## config.mk

```make
export PLATFORM = sky130hd
export DESIGN_NAME = uart_tx_flat
export DESIGN_NICKNAME = d
export VERILOG_FILES = /design/src/rtl/uart_tx_if.sv /design/src/rtl/uart_tx.sv /design/src/flat_wrapper.sv
export SDC_FILE = /design/constraint.sdc
export NUM_CORES = 1
export LEC_CHECK = 0
export ABC_CLOCK_PERIOD_IN_PS = 10000
export BUFFER_PORTS_ARGS = -buffer_cell sky130_fd_sc_hd__buf_2
export CAP_MARGIN = 10
export CORE_UTILIZATION = 65
export CTS_BUF_LIST = sky130_fd_sc_hd__clkbuf_2 sky130_fd_sc_hd__clkbuf_4 sky130_fd_sc_hd__clkbuf_8
export CTS_CLUSTER_DIAMETER = 120
export DETAILED_ROUTE_END_ITERATION = 12
export PLACE_DENSITY = 0.85
export SETUP_SLACK_MARGIN = 0.5
export SYNTH_ARGS = -nofsm -noshare
export SYNTH_HDL_FRONTEND = slang
export SYNTH_SLANG_ARGS = --single-unit
export TNS_END_PERCENT = 50
```

## constraint.sdc

```tcl
create_clock -name clock -period 10 [get_ports clock]
set_input_delay 2 -clock clock [delete_from_list [all_inputs] [get_ports clock]]
set_output_delay 2 -clock clock [all_outputs]
set_load 0.05 [all_outputs]
```

## src/rtl/uart_tx_if.sv

```systemverilog
// Byte-offer handshake between a producer and the uart_tx transmitter.
// The producer drives valid/byte; the transmitter answers with ready.
interface uart_tx_if;
    logic       tx_valid_i;
    logic [7:0] tx_byte_i;
    logic       tx_ready_o;

    modport master (
        output tx_valid_i,
        output tx_byte_i,
        input  tx_ready_o
    );

    modport slave (
        input  tx_valid_i,
        input  tx_byte_i,
        output tx_ready_o
    );
endinterface

```

## src/rtl/uart_tx.sv

```systemverilog
// 8N1 UART transmitter with a small byte FIFO in front of the serialiser.
// The line, active and done outputs are flops that follow the FSM state one cycle later.
module uart_tx #(
    parameter int FIFO_DEPTH = 4
) (
    input  logic                            clock,
    input  logic                            reset,
    input  logic [14:0]                     clks_per_bit_i,
    uart_tx_if.slave                        bus,
    output logic                            tx_serial_o,
    output logic                            tx_active_o,
    output logic                            tx_done_o,
    output logic [$clog2(FIFO_DEPTH):0]     fifo_level_o
);

    localparam int AW = $clog2(FIFO_DEPTH);
    localparam int LW = AW + 1;

    typedef enum logic [1:0] {
        IDLE  = 2'd0,
        START = 2'd1,
        DATA  = 2'd2,
        STOP  = 2'd3
    } state_e;

    state_e          state_q;
    logic [7:0]      mem_q [FIFO_DEPTH];
    logic [AW-1:0]   wr_ptr_q, wr_ptr_d;
    logic [AW-1:0]   rd_ptr_q, rd_ptr_d;
    logic [LW-1:0]   level_q, level_d;
    logic [7:0]      shift_q;
    logic [14:0]     period_q;
    logic [14:0]     bit_cnt_q;
    logic [2:0]      idx_q;
    logic            serial_q, serial_d;
    logic            active_q;
    logic            stop_end_q;
    logic            done_q;

    logic            full_s, empty_s, ready_s, push_s, pop_s, bit_end_s;
    logic [14:0]     period_lat_s;

    // Handshake, FIFO bookkeeping and per-bit timing decode.
    always_comb begin
        full_s       = (level_q == LW'(FIFO_DEPTH));
        empty_s      = (level_q == {LW{1'b0}});
        ready_s      = !full_s && !reset;
        push_s       = bus.tx_valid_i && ready_s;
        bit_end_s    = (bit_cnt_q == (period_q - 15'd1));
        pop_s        = !empty_s && ((state_q == IDLE) || ((state_q == STOP) && bit_end_s));
        period_lat_s = (clks_per_bit_i == 15'd0) ? 15'd1 : clks_per_bit_i;

        if (push_s) begin
            wr_ptr_d = wr_ptr_q + AW'(1'b1);
        end else begin
            wr_ptr_d = wr_ptr_q;
        end

        if (pop_s) begin
            rd_ptr_d = rd_ptr_q + AW'(1'b1);
        end else begin
            rd_ptr_d = rd_ptr_q;
        end

        case ({push_s, pop_s})
            2'b10:   level_d = level_q + LW'(1'b1);
            2'b01:   level_d = level_q - LW'(1'b1);
            default: level_d = level_q;
        endcase

        case (state_q)
            START:   serial_d = 1'b0;
            DATA:    serial_d = shift_q[0];
            default: serial_d = 1'b1;
        endcase
    end

    // FIFO storage; only written on an accepted offer.
    always_ff @(posedge clock) begin
        if (push_s) begin
            mem_q[wr_ptr_q] <= bus.tx_byte_i;
        end
    end

    // FIFO pointers and occupancy.
    always_ff @(posedge clock) begin
        if (reset) begin
            wr_ptr_q <= {AW{1'b0}};
            rd_ptr_q <= {AW{1'b0}};
            level_q  <= {LW{1'b0}};
        end else begin
            wr_ptr_q <= wr_ptr_d;
            rd_ptr_q <= rd_ptr_d;
            level_q  <= level_d;
        end
    end

    // Framing FSM with its registered line, active and done outputs.
    always_ff @(posedge clock) begin
        if (reset) begin
            state_q    <= IDLE;
            shift_q    <= 8'd0;
            period_q   <= 15'd0;
            bit_cnt_q  <= 15'd0;
            idx_q      <= 3'd0;
            serial_q   <= 1'b1;
            active_q   <= 1'b0;
            stop_end_q <= 1'b0;
            done_q     <= 1'b0;
        end else begin
            serial_q   <= serial_d;
            active_q   <= (state_q != IDLE);
            stop_end_q <= (state_q == STOP) && bit_end_s;
            done_q     <= stop_end_q;

            case (state_q)
                IDLE: begin
                    if (pop_s) begin
                        shift_q   <= mem_q[rd_ptr_q];
                        period_q  <= period_lat_s;
                        bit_cnt_q <= 15'd0;
                        idx_q     <= 3'd0;
                        state_q   <= START;
                    end
                end
                START: begin
                    if (bit_end_s) begin
                        bit_cnt_q <= 15'd0;
                        state_q   <= DATA;
                    end else begin
                        bit_cnt_q <= bit_cnt_q + 15'd1;
                    end
                end
                DATA: begin
                    if (bit_end_s) begin
                        bit_cnt_q <= 15'd0;
                        shift_q   <= {1'b0, shift_q[7:1]};
                        if (idx_q == 3'd7) begin
                            state_q <= STOP;
                        end else begin
                            idx_q <= idx_q + 3'd1;
                        end
                    end else begin
                        bit_cnt_q <= bit_cnt_q + 15'd1;
                    end
                end
                STOP: begin
                    if (bit_end_s) begin
                        bit_cnt_q <= 15'd0;
                        // A queued byte starts its frame with no idle gap.
                        if (pop_s) begin
                            shift_q  <= mem_q[rd_ptr_q];
                            period_q <= period_lat_s;
                            idx_q    <= 3'd0;
                            state_q  <= START;
                        end else begin
                            state_q <= IDLE;
                        end
                    end else begin
                        bit_cnt_q <= bit_cnt_q + 15'd1;
                    end
                end
                default: begin
                    state_q <= IDLE;
                end
            endcase
        end
    end

    assign bus.tx_ready_o = ready_s;
    assign tx_serial_o    = serial_q;
    assign tx_active_o    = active_q;
    assign tx_done_o      = done_q;
    assign fifo_level_o   = level_q;

endmodule

```

## src/flat_wrapper.sv

```systemverilog
// flat-port wrapper written by rule: the top's interface ports become plain ports
module uart_tx_flat 
#(
    parameter int FIFO_DEPTH = 4
)
  (clock, reset, clks_per_bit_i, tx_serial_o, tx_active_o, tx_done_o, fifo_level_o, bus_tx_valid_i, bus_tx_byte_i, bus_tx_ready_o);
  uart_tx_if bus_i ();
  input  logic clock;
  input  logic reset;
  input  logic [14:0] clks_per_bit_i;
  output logic tx_serial_o;
  output logic tx_active_o;
  output logic tx_done_o;
  output logic [$clog2(FIFO_DEPTH):0] fifo_level_o;
  input wire logic [$bits(bus_i.tx_valid_i)-1:0] bus_tx_valid_i;
  input wire logic [$bits(bus_i.tx_byte_i)-1:0] bus_tx_byte_i;
  output wire logic [$bits(bus_i.tx_ready_o)-1:0] bus_tx_ready_o;
  assign bus_i.tx_valid_i = bus_tx_valid_i;
  assign bus_i.tx_byte_i = bus_tx_byte_i;
  assign bus_tx_ready_o = bus_i.tx_ready_o;
  uart_tx #(.FIFO_DEPTH(FIFO_DEPTH)) u_core (.clock(clock), .reset(reset), .clks_per_bit_i(clks_per_bit_i), .bus(bus_i), .tx_serial_o(tx_serial_o), .tx_active_o(tx_active_o), .tx_done_o(tx_done_o), .fifo_level_o(fifo_level_o));
endmodule
```

==> run_results.csv, run 1 <==
group,metric,value,unit
status,status,"complete, but fails checks",
status,failed_checks,"design-rule violations",
clock_tree,cts_resized,0,
drt,antenna_left,0,
timing,min_period,5.13,ns
yosys,ys_seq_area_frac,0.478,
yosys,avgSynthCellArea,10.9,sq um
timing,fmax,195,MHz
yosys,netlist_area,4360,sq um
critical_path,crit_chain,"buf_2 -> a31oi_1 -> buf_2",
critical_path,end_kind,"output pin",
drt,drt-pass1-iter-count,9,
die,dieWidth,83.9,um
yosys,synth_largest_area_cell,"dfxtp_1",
drt,num_vias,3175,
final_layout,layout.nets,470,
timing,rsz0062_at_grt,"no",
power_and_ir_drop,power_density,293,nW/um^2
final_layout,antenna_cells,0,
timing,setup_violations,0,
timing,worst_slew_pin_slew,1.06,ns
timing,slew_headroom,0.297,
timing,tns,0,ns
critical_path,crit_arrival,3.13,ns
grt,antenna_found_initial,0,
yosys,synth_top_area_share,0.257,
final_layout,fin_area,4770,sq um
drt,wl_per_cell,16.1,um
die,rows,29,
drt,vias_per_cell,6.23,
timing,period_share,0.513,
grt,gr-usage-all-layers,0.246,
clock_tree,cts_buffers,9,
timing,clock_skew,0.0155,ns
grt,grt_pass1_wl,13500,um
grt,grt_max_degree,47,
final_layout,drive_above_1_share,0.182,
yosys,synth_edf_count,32,
placement,place_congestion,0.877,
clock_tree,clk_latency,0.35,ns
clock_tree,cts.sinks,88,
critical_path,worstSetupStartpointType,"input port",
grt,grt-ovfl-total,0,
worst_hold_path,worstHoldPathType,"register to register",
placement,dpl.hpwl,5700,um
critical_path,crit_type,"input port to output pin",
timing,hold_violations,0,
critical_path,worstPathMaxFanout,46,
clock_tree,cts_tree,"done",
drt,wl,8200,um
die,die_height,83.9,um
flow_run,cap_violations,0,
yosys,synth_top_flop_cell,"dfxtp_1",
clock_tree,htreeDepth,3,
yosys,synth_nets,443,
critical_path,worst-path-buf-inv,2,
die,dieArea,7040,sq um
yosys,synth_cell_types,66,
clock_tree,cts_max_path_buffers,2,
final_layout,utilization,0.742,
drt,drc,2,
clock_tree,root_buffer,"clkbuf_8",
drt,drt-initial-drc-count,184,
clock_tree,path_clk_slew,0.07,ns
final_layout,syn2layout_area_growth,9.39,%
power_and_ir_drop,vdd_ir_drop_max,0.000219,V
yosys,ys_top_cells_by_area,"dfxtp_1, edfxtp_1, mux2i_1",
power_and_ir_drop,power.total,0.00139,W
die,coreArea,6420,sq um
die,start_util,0.679,
grt,grt_pass1_vias,2859,
critical_path,cp_top_family,"buffers and inverters",
timing,slew_viol_final,0,
yosys,ys_ff_latch,88,
placement,place_area,4540,sq um
yosys,syn_inst,401,
yosys,ys_warn_count,0,
critical_path,cpPeakStageDelay,0.43,ns
critical_path,crit_top_cell,"buf_2",
yosys,synthArstFlopShare,0,
clock_tree,post_cts_buffers,0,
die,io_pins,33,
placement,portBuffers,32,
critical_path,slowest_stage,"a31oi_1",
critical_path,cp.required,8.00,ns
power_and_ir_drop,leakage,1.92,nW
clock_tree,hold_buffers,0,
## stage by stage
step / hold WS (ns) / worst slack (ns) / instances
5_1_grt: 0.462 / 4.79 / 510
2_1_floorplan: 0.414 / 4.89 / 401
3_5_place_dp: 0.446 / 4.89 / 494
6_report: 0.455 / 4.87 / 510
4_1_cts: 0.458 / 4.87 / 510
3_3_place_gp: 0.440 / 4.93 / 494
## state kept, by name (all words and copies together), names as in the netlist, named ones only
register / count
u_core.state_q: 2
u_core.tx_active_o: 1
u_core.tx_serial_o: 1
u_core.idx_q: 3
u_core.stop_end_q: 1
u_core.mem_q: 32
u_core.rd_ptr_q: 2
u_core.period_q: 15
u_core.fifo_level_o: 3
u_core.wr_ptr_q: 2
u_core.tx_done_o: 1
u_core.bit_cnt_q: 15
u_core.shift_q: 8
## logic make-up (layout without fill, tap and decap cells)
| kind of cell | after synthesis | after routing | synth area share |
|---|---|---|---|
| simple gates | 129 | 129 | 0.176 |
| fa+ha+maj | 16 | 16 | 0.0477 |
| flops | 88 | 88 | 0.478 |
| mux | 32 | 32 | 0.0968 |
| compound gates | 85 | 85 | 0.129 |
| buf+inv | 29 | 61 | 0.0281 |
| xor+xnor | 22 | 22 | 0.0442 |
## report_power, final
part / leakage [nW] / switching (W) / internal, W
logic: 1.05 / 0.000359 / 0.000262
registers: 0.746 / 0.0000701 / 0.000431
clock network: 0.116 / 0.000128 / 0.000144
## metal layers
metal	routed length, um	GRT usage
met4	168	0.103
met5	0	0
met2	3620	0.367
met3	366	0.0396
met1	4050	0.356
## synth_stat cells (2+ instances only)
library cell / n
a2111oi_0: 2
a21o_1: 10
a21oi_1: 19
a21oi_2: 2
a31oi_1: 4
and2_1: 2
and3_1: 16
buf_1: 2
buf_2: 2
clkbuf_1: 10
dfxtp_1: 56
edfxtp_1: 32
ha_1: 15
inv_1: 13
mux2i_1: 23
mux4_2: 8
nand2_1: 12
nand2b_1: 5
nand3_1: 5
nand4_1: 4
nor2_1: 32
nor2b_1: 3
nor3_1: 9
nor3b_1: 9
nor4_1: 7
o21ai_0: 28
o31ai_1: 2
o41ai_1: 2
or3_1: 3
or3_2: 8
xnor2_1: 14
xor2_1: 8
## area by class of cell
cell class                 count  area, sq um
sequential                    88         2080
inverter                      13         48.8
clock buffer                   9          124
multi-input combinational    284         2150
timing repair buffer          32          160
fill                         429         1660
clock inverter                 7          103
tap                           77         96.3
## worst paths after layout
| kind | cells after the start | endpoint | slack [ns] | start |
|---|---|---|---|---|
| worst max-delay path | 3 | bus_tx_ready_o | 4.87 | reset |
| worst min-delay path | 1 | u_core.tx_done_o | 0.45 | u_core.stop_end_q |
| worst max register to register | 12 | u_core.fifo_level_o[2] | 5.96 | u_core.period_q[8] |
| worst min register to register | 1 | u_core.tx_done_o | 0.45 | u_core.stop_end_q |
## placed cells by master (no fill, tap or decap), drive strengths merged, types with 5 or more instances in the layout
cell    instances
nor3b           9
a21o           10
clkbuf          9
mux2i          23
nand2b          5
mux4            8
nand3           5
nor2           32
dfxtp          56
nand2          12
and3           16
buf            32
edfxtp         32
ha             15
o21ai          29
nor3           10
inv            15
nor4            8
xor2            8
xnor2          14
or3            11
a21oi          22
No activity file was read; power rests on OpenSTA's default activity.
==> inputs of run 2 (changes only) <==
--- a/config.mk
+++ b/config.mk
@@ -5,14 +5,14 @@
 export SDC_FILE = /design/constraint.sdc
 export NUM_CORES = 1
 export LEC_CHECK = 0
-export ABC_CLOCK_PERIOD_IN_PS = 10000
+export ABC_CLOCK_PERIOD_IN_PS = 4900
 export BUFFER_PORTS_ARGS = -buffer_cell sky130_fd_sc_hd__buf_2
 export CAP_MARGIN = 10
-export CORE_UTILIZATION = 65
+export CORE_UTILIZATION = 62
 export CTS_BUF_LIST = sky130_fd_sc_hd__clkbuf_2 sky130_fd_sc_hd__clkbuf_4 sky130_fd_sc_hd__clkbuf_8
 export CTS_CLUSTER_DIAMETER = 120
 export DETAILED_ROUTE_END_ITERATION = 12
-export PLACE_DENSITY = 0.85
+export PLACE_DENSITY = 0.82
 export SETUP_SLACK_MARGIN = 0.5
 export SYNTH_ARGS = -nofsm -noshare
 export SYNTH_HDL_FRONTEND = slang
==> constraint.sdc (replaced) <==
create_clock -name clock -period 4.9 [get_ports clock]
set_input_delay 0.98 -clock clock [delete_from_list [all_inputs] [get_ports clock]]
set_output_delay 0.98 -clock clock [all_outputs]
set_load 0.05 [all_outputs]
==> run 2 against run 1 <==
  * The run now ends clean
  * Critical path depth rose by 11
  * Combinational power up 110%
  * First-iteration DRC count rose by 21%
  * Final cell count rose by 3.7%
  * Non-clock buffer count is the same
  * Routed wire length grew 5.5%
  * Global-route usage is 0.38 points higher
  * Via count increased by 1.9%
  * Design area is 0.18% higher
  * Sequential cell count did not move
  * Clock skew fell by 0.0026 ns
  * Register-to-register slack got worse by 5.1 ns
  * Critical path type is now register to register
  * Largest cell class unchanged
==> run_results.csv, run 2 (synthesized netlist as in run 1, its figures left out) <==
group,metric,value,unit
clock_tree,cts_buffers,9,
timing,clock_skew,0.0129,ns
clock_tree,cts_max_path_buffers,2,
final_layout,fill_cells,508,
timing,fmax,249,MHz
drt,antenna_left,0,
grt,grt_pass1_wl,14200,um
die,dieWidth,85.8,um
clock_tree,hold_buffers,0,
die,die_height,85.8,um
timing,slew_viol_final,0,
critical_path,worstSetupStartpointType,"register",
flow_run,cap_violations,0,
final_layout,register_area,2080,sq um
grt,grt_pass1_vias,2918,
final_layout,largest_register_ffs,32,
drt,drt-initial-drc-count,222,
drt,wl_per_cell,16.4,um
grt,grt-ovfl-total,0,
final_layout,multi_input_area,2160,sq um
power_and_ir_drop,leakage,1.91,nW
final_layout,reg_top3,"u_core.mem_q x32, u_core.bit_cnt_q x15, u_core.period_q x15",
timing,min_period,4.02,ns
power_and_ir_drop,power_density,596,nW/um^2
die,coreArea,6790,sq um
power_and_ir_drop,vdd_ir_drop_max,0.000483,V
final_layout,final_common_cell,"dfxtp_1",
drt,drt-pass1-iter-count,5,
final_layout,final_cell_mix,"dfxtp_1, nor2_1, buf_2, edfxtp_1, o21ai_0",
critical_path,crit_type,"register to register",
timing,period_share,0.821,
drt,num_vias,3235,
grt,gr-usage-all-layers,0.250,
clock_tree,cts_tree,"done",
placement,placed_cells,513,
clock_tree,clk_latency,0.36,ns
timing,setup_violations,0,
final_layout,syn2layout_area_growth,9.59,%
critical_path,end_kind,"register",
drt,drc,0,
drt,wl,8660,um
timing,finalHoldWorstSlack,0.458,ns
worst_hold_path,worstHoldPathType,"register to register",
critical_path,crit_arrival,4.30,ns
final_layout,final_cells,529,
placement,place_congestion,0.923,
timing,hold_violations,0,
critical_path,worstPathMaxFanout,7,
timing,rsz0062_at_grt,"no",
clock_tree,htreeDepth,3,
clock_tree,path_clk_slew,0.10,ns
timing,worst_slew_pin_slew,1.13,ns
die,io_pins,33,
final_layout,utilization,0.703,
clock_tree,root_buffer,"clkbuf_8",
critical_path,cp.required,5.18,ns
die,dieArea,7370,sq um
placement,dpl.hpwl,5960,um
clock_tree,cts.sinks,88,
final_layout,layout.nets,470,
final_layout,max_flop_register,"u_core.mem_q",
timing,slew_headroom,0.247,
drt,vias_per_cell,6.12,
die,start_util,0.641,
worst_hold_path,min_path_cells,1,
final_layout,drive_above_1_share,0.187,
die,rows,30,
power_and_ir_drop,power.total,0.00284,W
final_layout,antenna_cells,0,
grt,antenna_found_initial,0,
grt,grt_max_degree,47,
status,status,"finished clean",
placement,portBuffers,32,
timing,tns,0,ns
critical_path,r2r_cells,14,
-- run 2: path summary, 6_finish.rpt --
| kind | from | to | slack [ns] |
|---|---|---|---|
| setup / recovery | u_core.period_q[0] | u_core.fifo_level_o[2] | 0.88 |
| hold / removal | u_core.stop_end_q | u_core.tx_done_o | 0.46 |
| setup reg to reg | u_core.period_q[0] | u_core.fifo_level_o[2] | 0.88 |
| hold reg to reg | u_core.stop_end_q | u_core.tx_done_o | 0.46 |
-- run 2: stage by stage --
step / setup slack [ns] / cell area (sq um)
CTS: 0.837 / 4760
floorplan: 1.34 / 4360
detailed placement: 0.918 / 4560
global route: 0.601 / 4780
finish: 0.878 / 4780
global placement: 1.18 / 4560
-- run 2: what timing repair did --
action                                  in CTS  in global routing
endpoints found under the setup margin       0                  1
gates resized for setup                      0                  2
setup buffers                                0                  0
-- run 2: power breakdown --
part / internal (W) / leakage, nW / switching, W
registers: 0.000880 / 0.746 / 0.000145
logic: 0.000542 / 1.06 / 0.000771
clock network: 0.000205 / 0.103 / 0.000301
-- run 2: per-layer routing --
layer	part of all wire	vias to the layer above	track usage	routed length (um)
li1	-	1550	-	-
met1	0.47	1552	0.371	4070
met2	0.46	113	0.376	3950
met3	0.055	20	0.0433	478
met4	0.018	0	0.0758	160
met5	0	-	0	0
-- run 2: final cells by class --
class | count | share of cell area
clock inverter | 7 | 0.0160
multi-input combinational | 284 | 0.453
inverter | 13 | 0.0102
sequential | 88 | 0.436
tap | 96 | 0.0252
clock buffer | 9 | 0.0259
timing repair buffer | 32 | 0.0335
-- run 2: worst max-delay path: stages, from the launching register on --
cell and delay (ns):
dfxtp_1 0.36, inv_1 0.09, ha_1 0.22, or4b_4 0.51
o41ai_1 0.32, o32a_2 0.22, a21oi_4 0.08, nor4_4 0.49
a22o_1 0.29, ha_1 0.22, inv_1 0.06, fa_1 0.38
xor2_1 0.16, or3_1 0.33, a21oi_1 0.20
